--- src/rtl/core_tile_ctrl_pkg.sv ---
// ----------------------------------------------------------------------------
// core_tile_ctrl_pkg
// Shared constants for the tile-rotation controller:
//   - default tile geometry / DMA / core timing parameters
//   - FSM state encodings
//   - rotation angle and direction codes
//   - eff_cw_angle(): folds a (direction, angle) pair into a clockwise angle
// ----------------------------------------------------------------------------
package core_tile_ctrl_pkg;

   localparam int TILE_DIM       = 8;   // pixels per tile side
   localparam int BEATS_PER_TILE = 48;  // 32-bit beats per tile (64 px x 3 B / 4)
   localparam int XFER_CYCLES    = 64;  // core pixel-copy cycles per tile

   localparam logic [2:0] ST_IDLE  = 3'd0;
   localparam logic [2:0] ST_CHECK = 3'd1;
   localparam logic [2:0] ST_LOAD  = 3'd2;
   localparam logic [2:0] ST_XFER  = 3'd3;
   localparam logic [2:0] ST_STORE = 3'd4;
   localparam logic [2:0] ST_NEXT  = 3'd5;
   localparam logic [2:0] ST_DONE  = 3'd6;

   localparam logic [1:0] DEG_0   = 2'd0;
   localparam logic [1:0] DEG_90  = 2'd1;
   localparam logic [1:0] DEG_180 = 2'd2;
   localparam logic [1:0] DEG_270 = 2'd3;

   localparam logic DIR_CW  = 1'b0;
   localparam logic DIR_CCW = 1'b1;

   // A counter-clockwise turn by d quarter turns equals a clockwise turn by
   // (4 - d) mod 4, so 90 and 270 swap while 0 and 180 are unchanged.
   function automatic logic [1:0] eff_cw_angle(input logic dir, input logic [1:0] deg);
      if (dir == DIR_CCW) begin
         return 2'd0 - deg;
      end
      return deg;
   endfunction

endpackage

--- src/rtl/core_tile_ctrl_map.sv ---
// ----------------------------------------------------------------------------
// core_tile_map
// Combinational source-to-destination tile coordinate mapping.
// Ports:
//   i_tx, i_ty     source tile column / row
//   i_nx, i_ny     tiles per row / per column (never zero while in use)
//   i_dir          1 = counter-clockwise, 0 = clockwise
//   i_deg          0/1/2/3 = 0/90/180/270 degrees
//   o_dst_x/y      destination tile column / row
// ----------------------------------------------------------------------------
module core_tile_map
   import core_tile_ctrl_pkg::*;
(
   input  logic [12:0] i_tx,
   input  logic [12:0] i_ty,
   input  logic [12:0] i_nx,
   input  logic [12:0] i_ny,
   input  logic        i_dir,
   input  logic [1:0]  i_deg,
   output logic [12:0] o_dst_x,
   output logic [12:0] o_dst_y
);

   logic [1:0] w_angle;

   assign w_angle = eff_cw_angle(i_dir, i_deg);

   always_comb begin
      o_dst_x = i_tx;
      o_dst_y = i_ty;
      case (w_angle)
         DEG_90: begin
            o_dst_x = i_ny - 13'd1 - i_ty;
            o_dst_y = i_tx;
         end
         DEG_180: begin
            o_dst_x = i_nx - 13'd1 - i_tx;
            o_dst_y = i_ny - 13'd1 - i_ty;
         end
         DEG_270: begin
            o_dst_x = i_ty;
            o_dst_y = i_nx - 13'd1 - i_tx;
         end
         default: begin
         end
      endcase
   end

endmodule

--- src/rtl/core_tile_ctrl.sv ---
// ----------------------------------------------------------------------------
// core_tile_ctrl
// Walks an image tile by tile: DMA-loads a tile, starts the pixel core for a
// fixed copy time, DMA-stores the tile at its rotated position, repeats.
// Ports:
//   I_HCLK, I_HRESET            clock, asynchronous active-high reset
//   I_START                     one-cycle job start (honoured only in IDLE)
//   I_HEIGHT, I_WIDTH           image size in pixels
//   I_DIRECTION, I_DEGREES      rotation direction / quarter turns
//   I_DMA_READY                 DMA moves one beat this cycle
//   O_DMA_RD_REQ, O_DMA_WR_REQ  tile load / tile store request
//   O_SRC_TILE_X/Y              current source tile
//   O_DST_TILE_X/Y              rotated destination tile
//   O_BEAT_CNT                  beats completed in current load/store
//   O_CORE_START                one-cycle pulse starting the pixel core
//   O_BUSY, O_DONE, O_ERR       job active / job done pulse / bad size pulse
// ----------------------------------------------------------------------------
module core_tile_ctrl #(
   parameter int TILE_DIM       = core_tile_ctrl_pkg::TILE_DIM,
   parameter int BEATS_PER_TILE = core_tile_ctrl_pkg::BEATS_PER_TILE,
   parameter int XFER_CYCLES    = core_tile_ctrl_pkg::XFER_CYCLES
) (
   input  logic        I_HCLK,
   input  logic        I_HRESET,
   input  logic        I_START,
   input  logic [15:0] I_HEIGHT,
   input  logic [15:0] I_WIDTH,
   input  logic        I_DIRECTION,
   input  logic [1:0]  I_DEGREES,
   input  logic        I_DMA_READY,
   output logic        O_DMA_RD_REQ,
   output logic        O_DMA_WR_REQ,
   output logic [12:0] O_SRC_TILE_X,
   output logic [12:0] O_SRC_TILE_Y,
   output logic [12:0] O_DST_TILE_X,
   output logic [12:0] O_DST_TILE_Y,
   output logic [5:0]  O_BEAT_CNT,
   output logic        O_CORE_START,
   output logic        O_BUSY,
   output logic        O_DONE,
   output logic        O_ERR
);
   import core_tile_ctrl_pkg::*;

   localparam logic [15:0] DIM16     = 16'(TILE_DIM);
   localparam logic [5:0]  LAST_BEAT = 6'(BEATS_PER_TILE - 1);
   localparam logic [15:0] LAST_XFER = 16'(XFER_CYCLES - 1);

   logic [2:0]  r_state;
   logic [15:0] r_height;
   logic [15:0] r_width;
   logic        r_dir;
   logic [1:0]  r_deg;
   logic [12:0] r_nx;
   logic [12:0] r_ny;
   logic [12:0] r_tx;
   logic [12:0] r_ty;
   logic [5:0]  r_beat_cnt;
   logic [15:0] r_xfer_cnt;
   logic        r_err;

   logic        w_bad_dim;
   logic        w_row_end;
   logic        w_last_tile;

   assign w_bad_dim = (r_width == 16'd0) || (r_height == 16'd0) ||
                      ((r_width % DIM16) != 16'd0) || ((r_height % DIM16) != 16'd0);
   assign w_row_end   = (r_tx == r_nx - 13'd1);
   assign w_last_tile = w_row_end && (r_ty == r_ny - 13'd1);

   always_ff @(posedge I_HCLK or posedge I_HRESET) begin
      if (I_HRESET) begin
         r_state    <= ST_IDLE;
         r_height   <= '0;
         r_width    <= '0;
         r_dir      <= 1'b0;
         r_deg      <= '0;
         r_nx       <= '0;
         r_ny       <= '0;
         r_tx       <= '0;
         r_ty       <= '0;
         r_beat_cnt <= '0;
         r_xfer_cnt <= '0;
         r_err      <= 1'b0;
      end else begin
         r_err <= 1'b0;
         case (r_state)
            ST_IDLE: begin
               if (I_START) begin
                  r_height <= I_HEIGHT;
                  r_width  <= I_WIDTH;
                  r_dir    <= I_DIRECTION;
                  r_deg    <= I_DEGREES;
                  r_state  <= ST_CHECK;
               end
            end
            ST_CHECK: begin
               // The error pulse is registered, so it appears the cycle after CHECK.
               if (w_bad_dim) begin
                  r_err   <= 1'b1;
                  r_state <= ST_IDLE;
               end else begin
                  r_nx    <= 13'(r_width / DIM16);
                  r_ny    <= 13'(r_height / DIM16);
                  r_tx    <= '0;
                  r_ty    <= '0;
                  r_state <= ST_LOAD;
               end
            end
            ST_LOAD: begin
               if (I_DMA_READY) begin
                  if (r_beat_cnt == LAST_BEAT) begin
                     r_beat_cnt <= '0;
                     r_xfer_cnt <= '0;
                     r_state    <= ST_XFER;
                  end else begin
                     r_beat_cnt <= r_beat_cnt + 6'd1;
                  end
               end
            end
            ST_XFER: begin
               if (r_xfer_cnt == LAST_XFER) begin
                  r_xfer_cnt <= '0;
                  r_state    <= ST_STORE;
               end else begin
                  r_xfer_cnt <= r_xfer_cnt + 16'd1;
               end
            end
            ST_STORE: begin
               if (I_DMA_READY) begin
                  if (r_beat_cnt == LAST_BEAT) begin
                     r_beat_cnt <= '0;
                     r_state    <= ST_NEXT;
                  end else begin
                     r_beat_cnt <= r_beat_cnt + 6'd1;
                  end
               end
            end
            ST_NEXT: begin
               if (w_row_end) begin
                  r_tx <= '0;
                  r_ty <= r_ty + 13'd1;
               end else begin
                  r_tx <= r_tx + 13'd1;
               end
               r_state <= w_last_tile ? ST_DONE : ST_LOAD;
            end
            ST_DONE: begin
               r_state <= ST_IDLE;
            end
            default: begin
               r_state <= ST_IDLE;
            end
         endcase
      end
   end

   core_tile_map u_map (
      .i_tx    (r_tx),
      .i_ty    (r_ty),
      .i_nx    (r_nx),
      .i_ny    (r_ny),
      .i_dir   (r_dir),
      .i_deg   (r_deg),
      .o_dst_x (O_DST_TILE_X),
      .o_dst_y (O_DST_TILE_Y)
   );

   assign O_DMA_RD_REQ = (r_state == ST_LOAD);
   assign O_DMA_WR_REQ = (r_state == ST_STORE);
   assign O_SRC_TILE_X = r_tx;
   assign O_SRC_TILE_Y = r_ty;
   assign O_BEAT_CNT   = r_beat_cnt;
   assign O_CORE_START = (r_state == ST_XFER) && (r_xfer_cnt == 16'd0);
   assign O_BUSY       = (r_state != ST_IDLE);
   assign O_DONE       = (r_state == ST_DONE);
   assign O_ERR        = r_err;

endmodule
--- config.mk ---
export PLATFORM = sky130hd
export DESIGN_NAME = core_tile_ctrl
export DESIGN_NICKNAME = d
export VERILOG_FILES = /design/src/rtl/core_tile_ctrl_pkg.sv /design/src/rtl/core_tile_ctrl_map.sv /design/src/rtl/core_tile_ctrl.sv
export SDC_FILE = /design/constraint.sdc
export NUM_CORES = 1
export LEC_CHECK = 0
export CORE_MARGIN = 1.5
export CORE_UTILIZATION = 56
export DETAILED_ROUTE_END_ITERATION = 6
export GPL_TIMING_DRIVEN = 0
export PLACE_DENSITY_LB_ADDON = 0.1
export SLEW_MARGIN = 20
export SYNTH_ARGS = -nofsm -noshare
export SYNTH_HDL_FRONTEND = slang
export SYNTH_SLANG_ARGS = --single-unit
--- constraint.sdc ---
create_clock -name I_HCLK -period 3.9 [get_ports I_HCLK]
set_input_delay 0.585 -clock I_HCLK [delete_from_list [all_inputs] [get_ports I_HCLK]]
set_output_delay 0.585 -clock I_HCLK [all_outputs]
set_load 0.02 [all_outputs]
== Yosys cells after proc, flatten, opt, wreduce, memory -nomap -nowiden ==
Cells that the tools add are included.
Word-level totals
  flip-flop bits (word level): 113
  input port bits: 39
  output and inout bits: 64
Operators by class
  $add $sub $neg: 9
  equality and inequality tests: 21
  mux-type cells: 26
  bitwise operators: 1
  reductions and logical operators: 22
Operators by type and width (number)
  13-bit case mux with 3 select lines: 2
  13-bit case mux with 2 select lines: 2
  16-bit logical NOT: 3
  16-bit 2-to-1 mux: 3
  13-bit 2-to-1 mux: 3
  16-bit case mux with 2 select lines: 1
  16-bit nonzero test: 2
  13-bit by 1-bit adder with 13-bit output, second input constant: 2
  13-bit == test: 2
  13-bit by 1-bit subtractor with 13-bit output, second input constant: 2
  13-bit subtractor: 2
  3-bit 2-to-1 mux: 7
  3-bit case mux with 6 select lines: 1
  16-bit by 1-bit adder with 16-bit output, second input constant: 1
  16-bit by 6-bit == test with 1-bit output, second input constant: 1
  2-bit inequality test, second input constant: 6
  3-bit == test, second input constant: 3
  2-bit AND reduction: 4
  6-bit by 1-bit adder with 6-bit output, second input constant: 1
  3-bit by 2-bit == test with 1-bit output, second input constant: 2
  6-bit == test, second input constant: 1
  2-bit 2-to-1 mux: 3
  6-bit 2-to-1 mux: 1
  3-bit AND reduction: 2
  14 further kinds: 22

== Logic depth before layout (Yosys ltp) ==
Gate-level depths: netlist of the first run.
  word-level depth: 6
  mapped depth: 14
  mapped depth without buffers: 14

== Hierarchy ==
From an unflattened synthesis of the first run, not the netlist that was laid out.
Second synthesis, totals
  cells, all modules: 847
  area, all modules: 7918.8 µm²
By module, submodules not included
  core_tile_ctrl: instances 1, cells an instance 553, area an instance 5886.9 µm², seq. area each 2827.7 µm²
  core_tile_map: instances 1, cells an instance 294, area an instance 2031.9 µm², seq. area each 0.0 µm²

== Worst setup path after synthesis of the first run ==
Ideal clock, no wire load.
  kind: register -> output
  from: register r_nx[5]
  to: output O_DST_TILE_Y[10]
  arrival time: 2.967 ns
  setup slack: 0.348 ns
  cell stages (with the launch flop): 11
  path through: dfrtp_1 > or4_1 > nor4_1 > xor2_1 > ha_1 > a21o_1 > o41ai_2 > o21ai_0 > xnor2_1 > a222oi_1 > mux2i_1
Between the ends
  cells in the longest elaborated chain, start to end: 3
Ends and longest elaborated chain
  start, declared: RTL line core_tile_ctrl.sv:54  | logic [12:0] r_nx;
  start signal, assigned: RTL line core_tile_ctrl.sv:103  | r_nx <= 13'(r_width / DIM16);
  13-bit by 1-bit subtractor with 13-bit output: RTL line core_tile_ctrl_map.sv:42  | o_dst_y = i_nx - 13'd1 - i_tx;
  13-bit subtractor: RTL line core_tile_ctrl_map.sv:42
  13-bit case mux with 3 select lines: RTL line core_tile_ctrl_map.sv:31  | case (w_angle)
  end, declared: RTL line core_tile_ctrl.sv:36  | output logic [12:0] O_DST_TILE_Y,
No other way between the ends.

== Worst setup path in the final report of the first run ==
Same ends and word-level chain as after synthesis.

==> results.toml, run 1 <==
[routing]
wl_per_cell_microns = 19.3
ant_nets = 0
wl_mm = 22.6
dr.pass1.iters = 5
drt_iter0_drc = 776
drc = 0
viasPerCell = 6.09
vias = 7126

[clock_tree]
numCtsBuffers = 17
clock_sinks = 113
clock_path_buffers = 2
path_clk_slew_ns = 0.06
clk_root_buffer_cell = "clkbuf_16"
clk_latency_ns = 0.42
cts-htree-levels = 4
tritoncts = "done"

[layout]
fillCellCount = 857
antenna_cells = 0
multiInputGateArea_sq_um = 4530
synthToLayoutAreaGrowth_pct = 33.4
layout-drive-gt1-share_pct = 17.4
layoutNonFillerInstCount = 1170
fin_nets = 1059
regArea_sq_um = 2830

[worst_hold_path]
min_to = "r_ny[5]"
hold_depth = 2
hp-class = "reg2reg"
min-delay-start = "r_height[8]"

[yosys]
postSynthCellCount = 844
synth_enable_flop_cells = 0
async_reset_ff_share_pct = 100
avgSynthCellArea_sq_um = 8.63
synthFlopType = "dfrtp_1"
synth_cell_types = 61
synth_fp_nets = 918
synth-seq-cells = 113
ys_seq_area_share_pct = 38.8
yosysWarnings = 0
syn_area_sq_um = 7280

[timing]
min_period_ns = 4.26
setup-violations-final = 14
tightestPinTransition_ns = 0.654
hold_viol = 0
clock_skew_ns = 0.00749
clock.fmax_mhz = 235
grt_setup_unrepaired = "true"
slew_headroom_pct = 56.2
hold_ws_ns = 0.495
drv_slew = 0
worst_slack_ns = -0.364
finalCritPeriodShare_pct = 109

[setup_path]
timing.rr.end = "O_SRC_TILE_Y[6]"
end_kind = "primary output"
crit_fanout = 3
rr_startpoint = "r_nx[5]"
setup.worst_path.start_class = "register"
worst-setup-path-type = "reg2out"
r2r_slack_ns = 0.03
crit_arrival_ns = 3.68
reg2reg_depth = 13
worstPathRequired_ns = 3.31

[job]
max_cap_viol_count = 0

[global_routing]
grt_use_total_pct = 33.4
grt_pass1_wl_mm = 33.9
grt_max_degree = 70
antenna_found_initial = 0
grt_overflow_total = 0
grt_pass1_vias = 6573

[place]
placed_cells = 1119
post-dp-hpwl_mm = 16.0
port_buffers = 102
place_ws_ns = -0.630
finalWeightedCongestion = 0.967

[power_and_ir_drop]
leakage_nw = 4.15
ir_drop_v = 0.000561
power.total_mw = 10.7
cellPowerDensity_nw_per_um2 = 1100

[status]
violations = "setup timing"
status = "finished with violations"

[die]
die-area_sq_um = 13700
io_pins = 103
design.core.area_sq_um = 12700
rows = 41
die_h_microns = 117
fp.dieW_microns = 117
initial_utilization_pct = 57.5
where the power goes:
part | switching [mW] | total [mW] | internal, mW | leakage [nW]
Clock | 0.596 | 1.74 | 1.14 | 0.317
Combinational | 3.96 | 7.07 | 3.11 | 2.37
Sequential | 0.352 | 1.86 | 1.50 | 1.46
critical path, cell delays in order, from the launching register on:
cell,delay [ns]
dfrtp_1,0.39
or4_4,0.59
nor4_4,0.23
xor2_2,0.25
ha_1,0.31
a21o_1,0.21
o41ai_4,0.29
o21ai_1,0.14
xnor2_1,0.18
a222oi_1,0.34
mux2i_1,0.14
buf_2,0.19
state kept, by name, indices dropped and copies added, names as in the netlist:
register	cells
O_SRC_TILE_X	13
r_state	3
O_ERR	1
r_dir	1
r_deg	2
r_height	16
O_SRC_TILE_Y	13
r_xfer_cnt	16
O_BEAT_CNT	6
r_nx	13
r_width	16
r_ny	13
cell type report:
class | instances | area share [%]
Multi-Input combinational cell | 652 | 46.6
Sequential cell | 113 | 29.2
Timing Repair Buffer | 123 | 12.0
Clock buffer | 18 | 4.42
Clock inverter | 14 | 2.30
Tap cell | 172 | 2.21
Inverter | 46 | 1.83
Buffer | 32 | 1.45
per-stage QoR:
step	area (sq um)	util [%]	TNS [ns]
final	9720	76.7	-2.28
after detailed placement	8550	67.5	-4.67
after global routing	9720	76.7	-4.07
after floorplan	7280	-	0
after global placement	8520	67.2	-131.95
after CTS	9410	74.2	-2.44
layout by cell type (no fill, tap or decap), types with 7 or more instances in the layout:
cell type        Yosys  routed
nand2b_1             8       7
buf_2                4       7
or3_1               10       8
o21ai_0             62      56
clkbuf_16            0      17
mux2_2              34      34
clkbuf_1            28      25
dfrtp_1            113     108
nand2_1            137     137
ha_1                33      26
nor3_1              14      11
a21oi_1             54      46
and3_1               7       7
inv_1               46      45
nor2_1              69      68
nor2b_1             12      12
o21ai_1              3       7
buf_4                0      23
o21a_1               9       9
nand3_1             23      21
xnor2_1             39      34
a221oi_1             9       7
clkdlybuf4s50_1      0      83
buf_6                0       7
inv_6                0       7
nand4_1             15      15
a221o_1              7       7
nor4_1              14      11
xor2_1              21      20
kinds of logic after synthesis:
logic type                 Yosys count  share of synthesized area (%)
and+or+nand+nor                    332                           21.5
xor gates and xnor gates            61                           7.44
DFF                                113                           38.8
adders and majority gates           35                           6.22
muxes                               39                           5.94
buffers and inverters               79                           4.14
AOI/OAI and AO/OA                  185                           15.9
worst max path at each step:
stage	from	end	depth (start not counted)
2_1_floorplan	I_HRESET	O_BEAT_CNT[0]	1
3_3_place_gp	I_HRESET	O_SRC_TILE_Y[5]	2
3_5_place_dp	r_nx[3]	O_DST_TILE_Y[10]	11
4_1_cts	r_nx[5]	O_DST_TILE_Y[10]	11
5_1_grt	r_nx[5]	O_DST_TILE_Y[10]	11
6_report	r_nx[5]	O_DST_TILE_Y[10]	11
synthesized netlist by cell type, drive strengths merged (12+ instances only):
master / n / area, sq um
a21oi: 54 / 270
o21ai: 65 / 325
mux2: 34 / 383
nor4: 15 / 100
nand4: 15 / 93.8
clkbuf: 28 / 105
xnor2: 39 / 342
inv: 46 / 173
nor2b: 12 / 75.1
nor3: 19 / 120
nand3: 23 / 115
nor2: 69 / 259
xor2: 22 / 200
dfrtp: 113 / 2830
nand2: 137 / 514
ha: 33 / 413
per-layer routing:
| metal | wire length, microns | up-vias | track usage (%) | part of all wire, % |
|---|---|---|---|---|
| met5 | 0 | - | 0 | 0 |
| met4 | 706 | 0 | 15.4 | 3.1 |
| met3 | 1790 | 64 | 6.49 | 7.9 |
| met2 | 11000 | 366 | 54.9 | 48 |
| met1 | 9150 | 3418 | 42.8 | 40 |
| li1 | - | 3278 | - | - |
what timing repair did:
action,in CTS,in global routing
endpoints found under the hold margin,0,0
gates resized for setup,95,71
hold buffers,0,0
buffers inserted,12,9
pin swaps,22,27
endpoints found under the setup margin,24,35
Power figures use the tool's default switching activity.
==> run 2: changes to the inputs <==
--- a/config.mk
+++ b/config.mk
@@ -5,8 +5,10 @@
 export SDC_FILE = /design/constraint.sdc
 export NUM_CORES = 1
 export LEC_CHECK = 0
+export CAP_MARGIN = 40
 export CORE_MARGIN = 1.5
 export CORE_UTILIZATION = 56
+export CTS_CLUSTER_SIZE = 8
 export DETAILED_ROUTE_END_ITERATION = 6
 export GPL_TIMING_DRIVEN = 0
 export PLACE_DENSITY_LB_ADDON = 0.1
==> run 2 against run 1 <==
Effect of this change: sequential power about the same; sequential cell count did not move; largest cell class unchanged; non-clock buffer count is the same; register-to-register slack about the same; combinational power hardly changed; the flow still finishes with violations (setup timing); global-route usage is the same; power did not move; cell area is the same; critical path depth is the same; largest power group unchanged; first-iteration DRC count unchanged; die area is the same; core utilization unchanged.
==> results.toml, run 2 (synthesis results as in run 1) <==
[status]
status = "finished with violations"
violations = "setup timing"

[timing]
finalCritPeriodShare_pct = 109
clock.fmax_mhz = 235
worst_slack_ns = -0.364
setup-violations-final = 14
min_period_ns = 4.26
slew_headroom_pct = 56.2
clock_skew_ns = 0.00749
hold_ws_ns = 0.495
grt_setup_unrepaired = "true"
drv_slew = 0
hold_viol = 0
fin_setup_tns_ns = -2.28
tightestPinTransition_ns = 0.654

[routing]
ant_nets = 0
wl_mm = 22.6
routed-wl-met2_mm = 11.0
vias = 7126
wl_met3_mm = 1.79
top_layer = "met4"
drt_iter0_drc = 776
m1WireLength_mm = 9.15
drc = 0
wl_per_cell_microns = 19.3
viasPerCell = 6.09
dr.pass1.iters = 5

[power_and_ir_drop]
switching_share_pct = 46.0
cellPowerDensity_nw_per_um2 = 1100
power.total_mw = 10.7
ir_drop_v = 0.000561
clkPwrFrac_pct = 16.3
comb_power_share_pct = 66.3
p_seq_share_pct = 17.4
leakage_nw = 4.15
switching_power_mw = 4.91
p_int_mw = 5.76

[setup_path]
end_kind = "primary output"
crit_arrival_ns = 3.68
crit_path_start = "r_nx[5]"
setup.worst_path.start_class = "register"
worst-setup-path-type = "reg2out"
crit_path_end = "O_DST_TILE_Y[10]"
worstPathRequired_ns = 3.31
r2r_slack_ns = 0.03
timing.rr.end = "O_SRC_TILE_Y[6]"
rr_startpoint = "r_nx[5]"
crit_fanout = 3
reg2reg_depth = 13

[clock_tree]
path_clk_slew_ns = 0.06
clock_sinks = 113
tritoncts = "done"
clock_path_buffers = 2
clk_root_buffer_cell = "clkbuf_16"
cts-htree-levels = 4
numCtsBuffers = 17
cts_hold_buf = 0
clk_latency_ns = 0.42

[die]
io_pins = 103
die-area_sq_um = 13700
die_h_microns = 117
design.core.area_sq_um = 12700
rows = 41
initial_utilization_pct = 57.5
fp.dieW_microns = 117

[place]
placed_area_sq_um = 8550
port_buffers = 102
place_ws_ns = -0.630
placed_cells = 1119
finalWeightedCongestion = 0.967
post-dp-hpwl_mm = 16.0

[global_routing]
grt_overflow_total = 0
grt_pass1_vias = 6573
grt_max_degree = 70
grt_pass1_wl_mm = 33.9
grt_use_total_pct = 33.4
antenna_found_initial = 0

[layout]
layoutNonFillerInstCount = 1170
final_util_pct = 76.7
synthToLayoutAreaGrowth_pct = 33.4
finalInstanceArea_sq_um = 9720
reg.largest.list = "r_height: 16 flops, r_width: 16 flops, r_xfer_cnt: 16 flops"
final_common_cell = "nand2_1"
antenna_cells = 0
fin_nets = 1059
layout-drive-gt1-share_pct = 17.4
final_cell_mix = "nand2_1 (137), dfrtp_1 (108), clkdlybuf4s50_1 (83)"
fillCellCount = 857

[worst_hold_path]
hp-class = "reg2reg"

[job]
max_cap_viol_count = 0
-- run 2: how the worst min path moves through the flow --
| stage | from | to | cells past startpoint |
|---|---|---|---|
| 5_1_grt | r_height[1] | r_height[1] | 1 |
| 4_1_cts | r_height[8] | r_ny[5] | 2 |
| 3_3_place_gp | r_height[10] | r_ny[7] | 2 |
| 2_1_floorplan | r_width[15] | r_nx[12] | 2 |
| 3_5_place_dp | r_height[8] | r_ny[5] | 2 |
| 6_report | r_height[8] | r_ny[5] | 2 |
-- run 2: what timing repair did --
action,CTS,global route
resized for setup,95,71
pin swaps,22,27
hold endpoints to repair,0,0
endpoints found under the setup margin,24,35
buffers inserted,12,9
gates cloned,0,0
-- run 2: metal layers --
layer	track usage, %	vias up
li1	-	3278
met1	42.8	3418
met2	54.9	366
met3	6.49	64
met4	15.4	0
met5	0	-
-- run 2: cell type report --
cell class | instances | area, sq um | share of cell area [%]
clock inverter | 14 | 224 | 2.30
multi-input combinational | 652 | 4530 | 46.6
tap | 172 | 215 | 2.21
inverter | 46 | 178 | 1.83
buffer | 32 | 141 | 1.45
timing repair buffer | 123 | 1170 | 12.0
sequential | 113 | 2830 | 29.2
clock buffer | 18 | 429 | 4.42
-- run 2: power by group through the flow --
| stage | Combinational (mW) | Clock (mW) | Sequential [mW] |
|---|---|---|---|
| global placement | 5.62 | 0 | 1.83 |
| detailed placement | 5.78 | 0 | 1.85 |
| CTS | 6.23 | 1.75 | 1.84 |
| floorplan | 3.96 | 0 | 1.79 |
| finish | 7.07 | 1.74 | 1.86 |
| global route | 7.49 | 1.81 | 1.90 |
-- run 2: critical path, cell delays in order (launching register included) --
cell and delay, ns:
dfrtp_1 0.39, or4_4 0.59, nor4_4 0.23, xor2_2 0.25, ha_1 0.31, a21o_1 0.21, o41ai_4 0.29, o21ai_1 0.14
xnor2_1 0.18, a222oi_1 0.34, mux2i_1 0.14, buf_2 0.19
